[src/rtl/sd_cmd_phy.sv]
// sd_cmd_phy -- command-line physical stage for the SD host.
//
// Sits directly upstream of the bidirectional CMD pad cell. It serializes a
// command frame MSB-first into the pad and then turns the line around. After
// that it hunts for the card's response start bit within a bounded wait,
// deserializes the response, and hands the result to the command controller
// over a done/ack handshake.
//
// Ports
//   clock            system clock, all logic on the rising edge
//   reset            asynchronous, active-low reset
//   strobe_in        start request, sampled only while idle
//   cmd_in           command frame, latched on an accepted strobe
//   has_response     1 = expect a response, latched with cmd_in
//   ack_in           controller acknowledge of done_out
//   pad_data_in      serial bit towards the pad
//   pad_output_input pad direction: 1 = drive card, 0 = receive
//   pad_enable       pad enable
//   pad_data_out     serial bit from the pad (already registered in the pad)
//   resp_out         received response, first received bit in the MSB
//   done_out         transaction complete, held until ack_in
//   timeout_err      no start bit within TIMEOUT clocks, valid with done_out
//   busy_out         high in every state except IDLE
//
// Every output is a flop. Each output flop is loaded from the value that
// belongs to the next state, so the outputs line up with the state register.
module sd_cmd_phy #(
  parameter int CMD_BITS  = 48,
  parameter int RESP_BITS = 48,
  parameter int TIMEOUT   = 64
) (
  input  logic                 clock,
  input  logic                 reset,
  input  logic                 strobe_in,
  input  logic [CMD_BITS-1:0]  cmd_in,
  input  logic                 has_response,
  input  logic                 ack_in,
  output logic                 pad_data_in,
  output logic                 pad_output_input,
  output logic                 pad_enable,
  input  logic                 pad_data_out,
  output logic [RESP_BITS-1:0] resp_out,
  output logic                 done_out,
  output logic                 timeout_err,
  output logic                 busy_out
);

  // One counter is shared by SEND, TURN and RECV. It is sized for the longest
  // of the three phases so that it never wraps.
  localparam int MAX_CNT = (CMD_BITS > RESP_BITS) ?
                           ((CMD_BITS > TIMEOUT) ? CMD_BITS : TIMEOUT) :
                           ((RESP_BITS > TIMEOUT) ? RESP_BITS : TIMEOUT);
  localparam int CNT_W = (MAX_CNT > 1) ? $clog2(MAX_CNT) : 1;

  localparam logic [CNT_W-1:0] CNT_ZERO  = CNT_W'(0);
  localparam logic [CNT_W-1:0] CNT_ONE   = CNT_W'(1);
  localparam logic [CNT_W-1:0] SEND_LAST = CNT_W'(CMD_BITS - 1);
  localparam logic [CNT_W-1:0] WAIT_LAST = CNT_W'(TIMEOUT - 1);
  localparam logic [CNT_W-1:0] RECV_LAST = CNT_W'(RESP_BITS - 2);

  typedef enum logic [2:0] {
    ST_IDLE  = 3'd0,
    ST_PRIME = 3'd1,
    ST_SEND  = 3'd2,
    ST_TURN  = 3'd3,
    ST_RECV  = 3'd4,
    ST_DONE  = 3'd5
  } state_t;

  state_t                state_r, state_s;
  logic [CNT_W-1:0]      cnt_r, cnt_s;
  logic [CMD_BITS-1:0]   cmd_sh_r, cmd_sh_s;
  logic                  has_resp_r, has_resp_s;
  logic [RESP_BITS-1:0]  resp_r, resp_s;
  logic                  pad_data_r, pad_data_s;
  logic                  pad_dir_r, pad_dir_s;
  logic                  pad_en_r, pad_en_s;
  logic                  done_r, done_s;
  logic                  tmo_r, tmo_s;
  logic                  busy_r, busy_s;

  // State register, shared counter, shift registers and output flops.
  always_ff @(posedge clock or negedge reset) begin
    if (!reset) begin
      state_r    <= ST_IDLE;
      cnt_r      <= CNT_ZERO;
      cmd_sh_r   <= '0;
      has_resp_r <= 1'b0;
      resp_r     <= '0;
      pad_data_r <= 1'b0;
      pad_dir_r  <= 1'b0;
      pad_en_r   <= 1'b0;
      done_r     <= 1'b0;
      tmo_r      <= 1'b0;
      busy_r     <= 1'b0;
    end else begin
      state_r    <= state_s;
      cnt_r      <= cnt_s;
      cmd_sh_r   <= cmd_sh_s;
      has_resp_r <= has_resp_s;
      resp_r     <= resp_s;
      pad_data_r <= pad_data_s;
      pad_dir_r  <= pad_dir_s;
      pad_en_r   <= pad_en_s;
      done_r     <= done_s;
      tmo_r      <= tmo_s;
      busy_r     <= busy_s;
    end
  end

  // Next-state, counter, shift and next-output logic.
  always_comb begin
    state_s    = state_r;
    cnt_s      = cnt_r;
    cmd_sh_s   = cmd_sh_r;
    has_resp_s = has_resp_r;
    resp_s     = resp_r;
    tmo_s      = tmo_r;
    pad_data_s = 1'b0;

    case (state_r)
      ST_IDLE: begin
        if (strobe_in) begin
          cmd_sh_s   = cmd_in;
          has_resp_s = has_response;
          tmo_s      = 1'b0;
          state_s    = ST_PRIME;
          // The pad ignores data on its first enabled cycle; drive idle-high.
          pad_data_s = 1'b1;
        end else begin
          state_s = ST_IDLE;
        end
      end
      ST_PRIME: begin
        state_s    = ST_SEND;
        cnt_s      = CNT_ZERO;
        pad_data_s = cmd_sh_r[CMD_BITS-1];
        cmd_sh_s   = {cmd_sh_r[CMD_BITS-2:0], 1'b0};
      end
      ST_SEND: begin
        if (cnt_r == SEND_LAST) begin
          cnt_s = CNT_ZERO;
          if (has_resp_r) begin
            state_s = ST_TURN;
          end else begin
            state_s = ST_DONE;
          end
        end else begin
          cnt_s      = cnt_r + CNT_ONE;
          pad_data_s = cmd_sh_r[CMD_BITS-1];
          cmd_sh_s   = {cmd_sh_r[CMD_BITS-2:0], 1'b0};
        end
      end
      ST_TURN: begin
        // Only a definite 0 is a start bit; a floating or unknown line is not.
        if (pad_data_out === 1'b0) begin
          resp_s  = {resp_r[RESP_BITS-2:0], 1'b0};
          cnt_s   = CNT_ZERO;
          state_s = ST_RECV;
        end else if (cnt_r == WAIT_LAST) begin
          tmo_s   = 1'b1;
          cnt_s   = CNT_ZERO;
          state_s = ST_DONE;
        end else begin
          cnt_s = cnt_r + CNT_ONE;
        end
      end
      ST_RECV: begin
        resp_s = {resp_r[RESP_BITS-2:0], pad_data_out};
        if (cnt_r == RECV_LAST) begin
          cnt_s   = CNT_ZERO;
          state_s = ST_DONE;
        end else begin
          cnt_s = cnt_r + CNT_ONE;
        end
      end
      ST_DONE: begin
        if (ack_in) begin
          tmo_s   = 1'b0;
          state_s = ST_IDLE;
        end else begin
          state_s = ST_DONE;
        end
      end
      default: begin
        state_s = ST_IDLE;
        cnt_s   = CNT_ZERO;
        tmo_s   = 1'b0;
      end
    endcase
  end

  // Pad control and status outputs that belong to the next state.
  always_comb begin
    pad_en_s  = 1'b0;
    pad_dir_s = 1'b0;
    done_s    = 1'b0;
    busy_s    = 1'b1;
    case (state_s)
      ST_IDLE: begin
        busy_s = 1'b0;
      end
      ST_PRIME, ST_SEND: begin
        pad_en_s  = 1'b1;
        pad_dir_s = 1'b1;
      end
      ST_TURN, ST_RECV: begin
        pad_en_s = 1'b1;
      end
      ST_DONE: begin
        done_s = 1'b1;
      end
      default: begin
        busy_s = 1'b0;
      end
    endcase
  end

  assign pad_data_in      = pad_data_r;
  assign pad_output_input = pad_dir_r;
  assign pad_enable       = pad_en_r;
  assign resp_out         = resp_r;
  assign done_out         = done_r;
  assign timeout_err      = tmo_r;
  assign busy_out         = busy_r;

endmodule

[config.mk]
export PLATFORM = sky130hd
export DESIGN_NAME = sd_cmd_phy
export DESIGN_NICKNAME = d
export VERILOG_FILES = /design/src/rtl/sd_cmd_phy.sv
export SDC_FILE = /design/constraint.sdc
export NUM_CORES = 1
export LEC_CHECK = 0
export CORE_ASPECT_RATIO = 1.2
export CORE_MARGIN = 3
export CORE_UTILIZATION = 29
export CTS_CLUSTER_SIZE = 14
export DETAILED_ROUTE_END_ITERATION = 7
export GPL_TIMING_DRIVEN = 0
export PLACE_DENSITY = 0.6
export SLEW_MARGIN = 20
export SYNTH_ARGS = -nofsm -noshare
export SYNTH_HDL_FRONTEND = slang
export SYNTH_SLANG_ARGS = --single-unit
[constraint.sdc]
create_clock -name clock -period 3.4 [get_ports clock]
set_input_delay 0.68 -clock clock [delete_from_list [all_inputs] [get_ports clock]]
set_output_delay 0.68 -clock clock [all_outputs]
set_load 0.02 [all_outputs]
==> run_results.csv <==
group,metric,value,unit
floorplan,die-area,20400,um^2
timing,setup_viol,0,
floorplan,num_io_pins,108,
synthesis,synth_fa_ha_area_frac,0.00460,
timing,worstMarginPinSlew,0.584,ns
critical_path,arrival,2.89,ns
power_and_ir_drop,peakVddDrop,403,uV
timing,relSlewSlack,0.608,
global_routing,grt_usage,0.109,
critical_path,path_max_fanout,10,
synthesis,avgSynthCellArea,13.2,um^2
drt,route.met3.wl,655,um
placement,post_dp_cell_area,6850,um^2
synthesis,syn_nets,468,
clock_network,cts_tree,"built",
synthesis,synth-compound-area-share,0.0368,
cells_and_area,syn_to_final_growth,31.8,%
drt,wire_per_inst,13.5,um
drt,first_pass_iters,4,
drt,routed_wl,10600,um
global_routing,grt-ovfl-total,0,
cells_and_area,fin_area,7160,um^2
power_and_ir_drop,p_leak,0.00322,uW
floorplan,dieHeight,156,um
floorplan,start_util,0.297,
drt,vias_per_cell,4.38,
power_and_ir_drop,power.density,799,nW/um^2
timing,min_period_over_period,0.781,
global_routing,grt_pass1_vias,3752,
drt,wl_met2,5270,um
job,drv_cap,0,
timing,finalHoldViolations,0,
clock_network,cts_setup_buffers,0,
global_routing,grt_pass1_wl,17900,um
critical_path,slowest_stage,"clkbuf_1",
critical_path,critPathKind,"reg2reg",
timing,rsz0062_at_grt,"false",
cells_and_area,n_antenna_cell,0,
cells_and_area,nNetsFinal,587,
critical_path,path_cells,"inv_1 -> nand2_1 -> a21oi_1 -> buf_2 -> clkbuf_1 -> mux2_2 -> mux2_4",
critical_path,cp-start-kind,"flop",
synthesis,syn-cell-area,5440,um^2
synthesis,ys_dominant_reg_cell,"dfrtp_1",
cells_and_area,drive_gt1_frac,0.418,
synthesis,synthMuxAreaShare,0.303,
clock_network,cts_root_buffer,"clkbuf_16",
timing,slew_viol_final,0,
critical_path,end_kind,"flop",
drt,met1_length,4420,um
drt,ant_nets,0,
clock_network,cts.path.max_buffers,2,
synthesis,synthesis.instances,412,
timing,finClkSkew,0.00814,ns
clock_network,clkLatencyLatePin,0.35,ns
drt,top_layer,"met5",
synthesis,yosysSeqAreaShare,0.515,
placement,dp_slack,0.429,ns
timing,tns,0,ns
clock_network,clk_pin_slew,0.07,ns
timing,timing.fmax,376,MHz
clock_network,cts.sinks,112,
critical_path,slowest_delay,0.47,ns
synthesis,yosysWarningCount,0,
synthesis,ys_ff_latch,112,
synthesis,synth_top_family_by_area,"multiplexers",
synthesis,synth_simple_gate_area_frac,0.0479,
clock_network,cts-htree-levels,3,
hold_path,holdCritPathClass,"in2async",
drt,remaining_drc_errors,0,
synthesis,ys_types,39,
placement,gp_congestion,0.810,
drt,num_vias,3455,
floorplan,core,18300,um^2
critical_path,cp.required,3.64,ns
floorplan,die_w,131,um
drt,first_iter_violations,83,
critical_path,cp_top_family,"buffers and inverters",
synthesis,synth-edff-count,0,
critical_path,path_buf_inv,3,
global_routing,grt_max_degree,59,
clock_network,cts_resized,0,
placement,portBuffers,107,
outcome,status,"complete, no violations",
clock_network,hold_buffers,0,
synthesis,synth_xor_area_frac,0.00483,
global_routing,antenna_found_initial,1,
synthesis,synthArstFlopShare,1.00,
placement,dp_hpwl,7900,um
floorplan,rows,54,
timing,min_period,2.66,ns
clock_network,numCtsBuffers,9,
timing,fin_ws,0.744,ns
-- registers in the layout, summed over array words and instances, names as in the netlist --
register and count:
pad_output_input 1, state_r 3, resp_out 48, busy_out 1, pad_enable 1, cmd_sh_r 48, has_resp_r 1, pad_data_in 1
timeout_err 1, cnt_r 6, done_out 1
-- cell usage in the layout (no fill, tap or decap), types with 5 or more instances in the layout --
| cell type | n |
|---|---|
| a21oi_1 | 10 |
| mux2_4 | 8 |
| clkdlybuf4s50_1 | 106 |
| o21ai_0 | 5 |
| inv_1 | 6 |
| nand2_1 | 13 |
| buf_2 | 11 |
| mux2_2 | 133 |
| dfrtp_1 | 112 |
| nor3_1 | 7 |
| clkbuf_16 | 9 |
| nor2_1 | 10 |
| buf_4 | 47 |
-- metrics by stage --
stage | hold slack, ns | std cells | util | total power [uW]
final | 0.278 | 788 | 0.391 | 5720
after global routing | 0.323 | 788 | 0.391 | 6160
after CTS | 0.295 | 788 | 0.391 | 5850
after detailed placement | 0.489 | 772 | 0.374 | 4700
after global placement | 0.483 | 771 | 0.373 | 4600
after floorplan | 0.384 | 412 | - | 4050
-- cell families after synthesis --
group           Yosys count
mux                     144
flops                   112
buf+inv                  72
simple gates             51
compound gates           28
xor+xnor                  3
fa+ha+maj                 2
-- worst register-to-register path, cell delays in order (launching register included) --
cell and delay (ns):
dfrtp_1 0.46, inv_1 0.21, nand2_1 0.11, a21oi_1 0.33, buf_2 0.30, clkbuf_1 0.48
mux2_2 0.41, mux2_4 0.26
-- Yosys cell counts, types with 4 or more instances --
cell type  number  area (um^2)
nor2b_1         4         25.0
buf_4          47          353
nor3_1          7         35.0
buf_2          11         55.1
mux2_4          8          120
nor2_1         10         37.5
mux2_2        133         1500
nand2_1        13         48.8
nand3_1         4         20.0
a21oi_1        10         50.1
o21ai_0         5         25.0
inv_1           6         22.5
dfrtp_1       112         2800
-- per-layer routing --
metal  track usage  vias up
met4        0.0519        2
met5             0        -
met3        0.0312       15
met1         0.127     1714
li1              -     1634
met2         0.184       90
-- final timing paths --
path,cells past startpoint,to,startpoint,slack (ns)
max in group asynchronous,2,cmd_sh_r[42],reset,2.45
min,1,resp_out[47],reset,0.28
max reg2reg,7,cmd_sh_r[40],state_r[0],0.74
max,7,cmd_sh_r[40],state_r[0],0.74
min in group clock,1,cmd_sh_r[22],cmd_sh_r[22],0.50
min reg2reg,1,cmd_sh_r[22],cmd_sh_r[22],0.50
-- power by group --
| part | internal, uW | switching, uW | total, uW |
|---|---|---|---|
| clock network | 603 | 504 | 1110 |
| registers | 1750 | 223 | 1980 |
| logic | 1530 | 1100 | 2640 |
-- area by class of cell --
type,instances,area [um^2]
inverters,6,22.5
plain buffers,66,453
multi-input cells,228,2160
flip-flops and latches,112,2800
fillers,1756,11100
repair buffers,108,1100
clock inverters,6,72.6
well taps,252,315
clock buffers,10,239
Note: power is estimated with default switching activity, not from simulation.
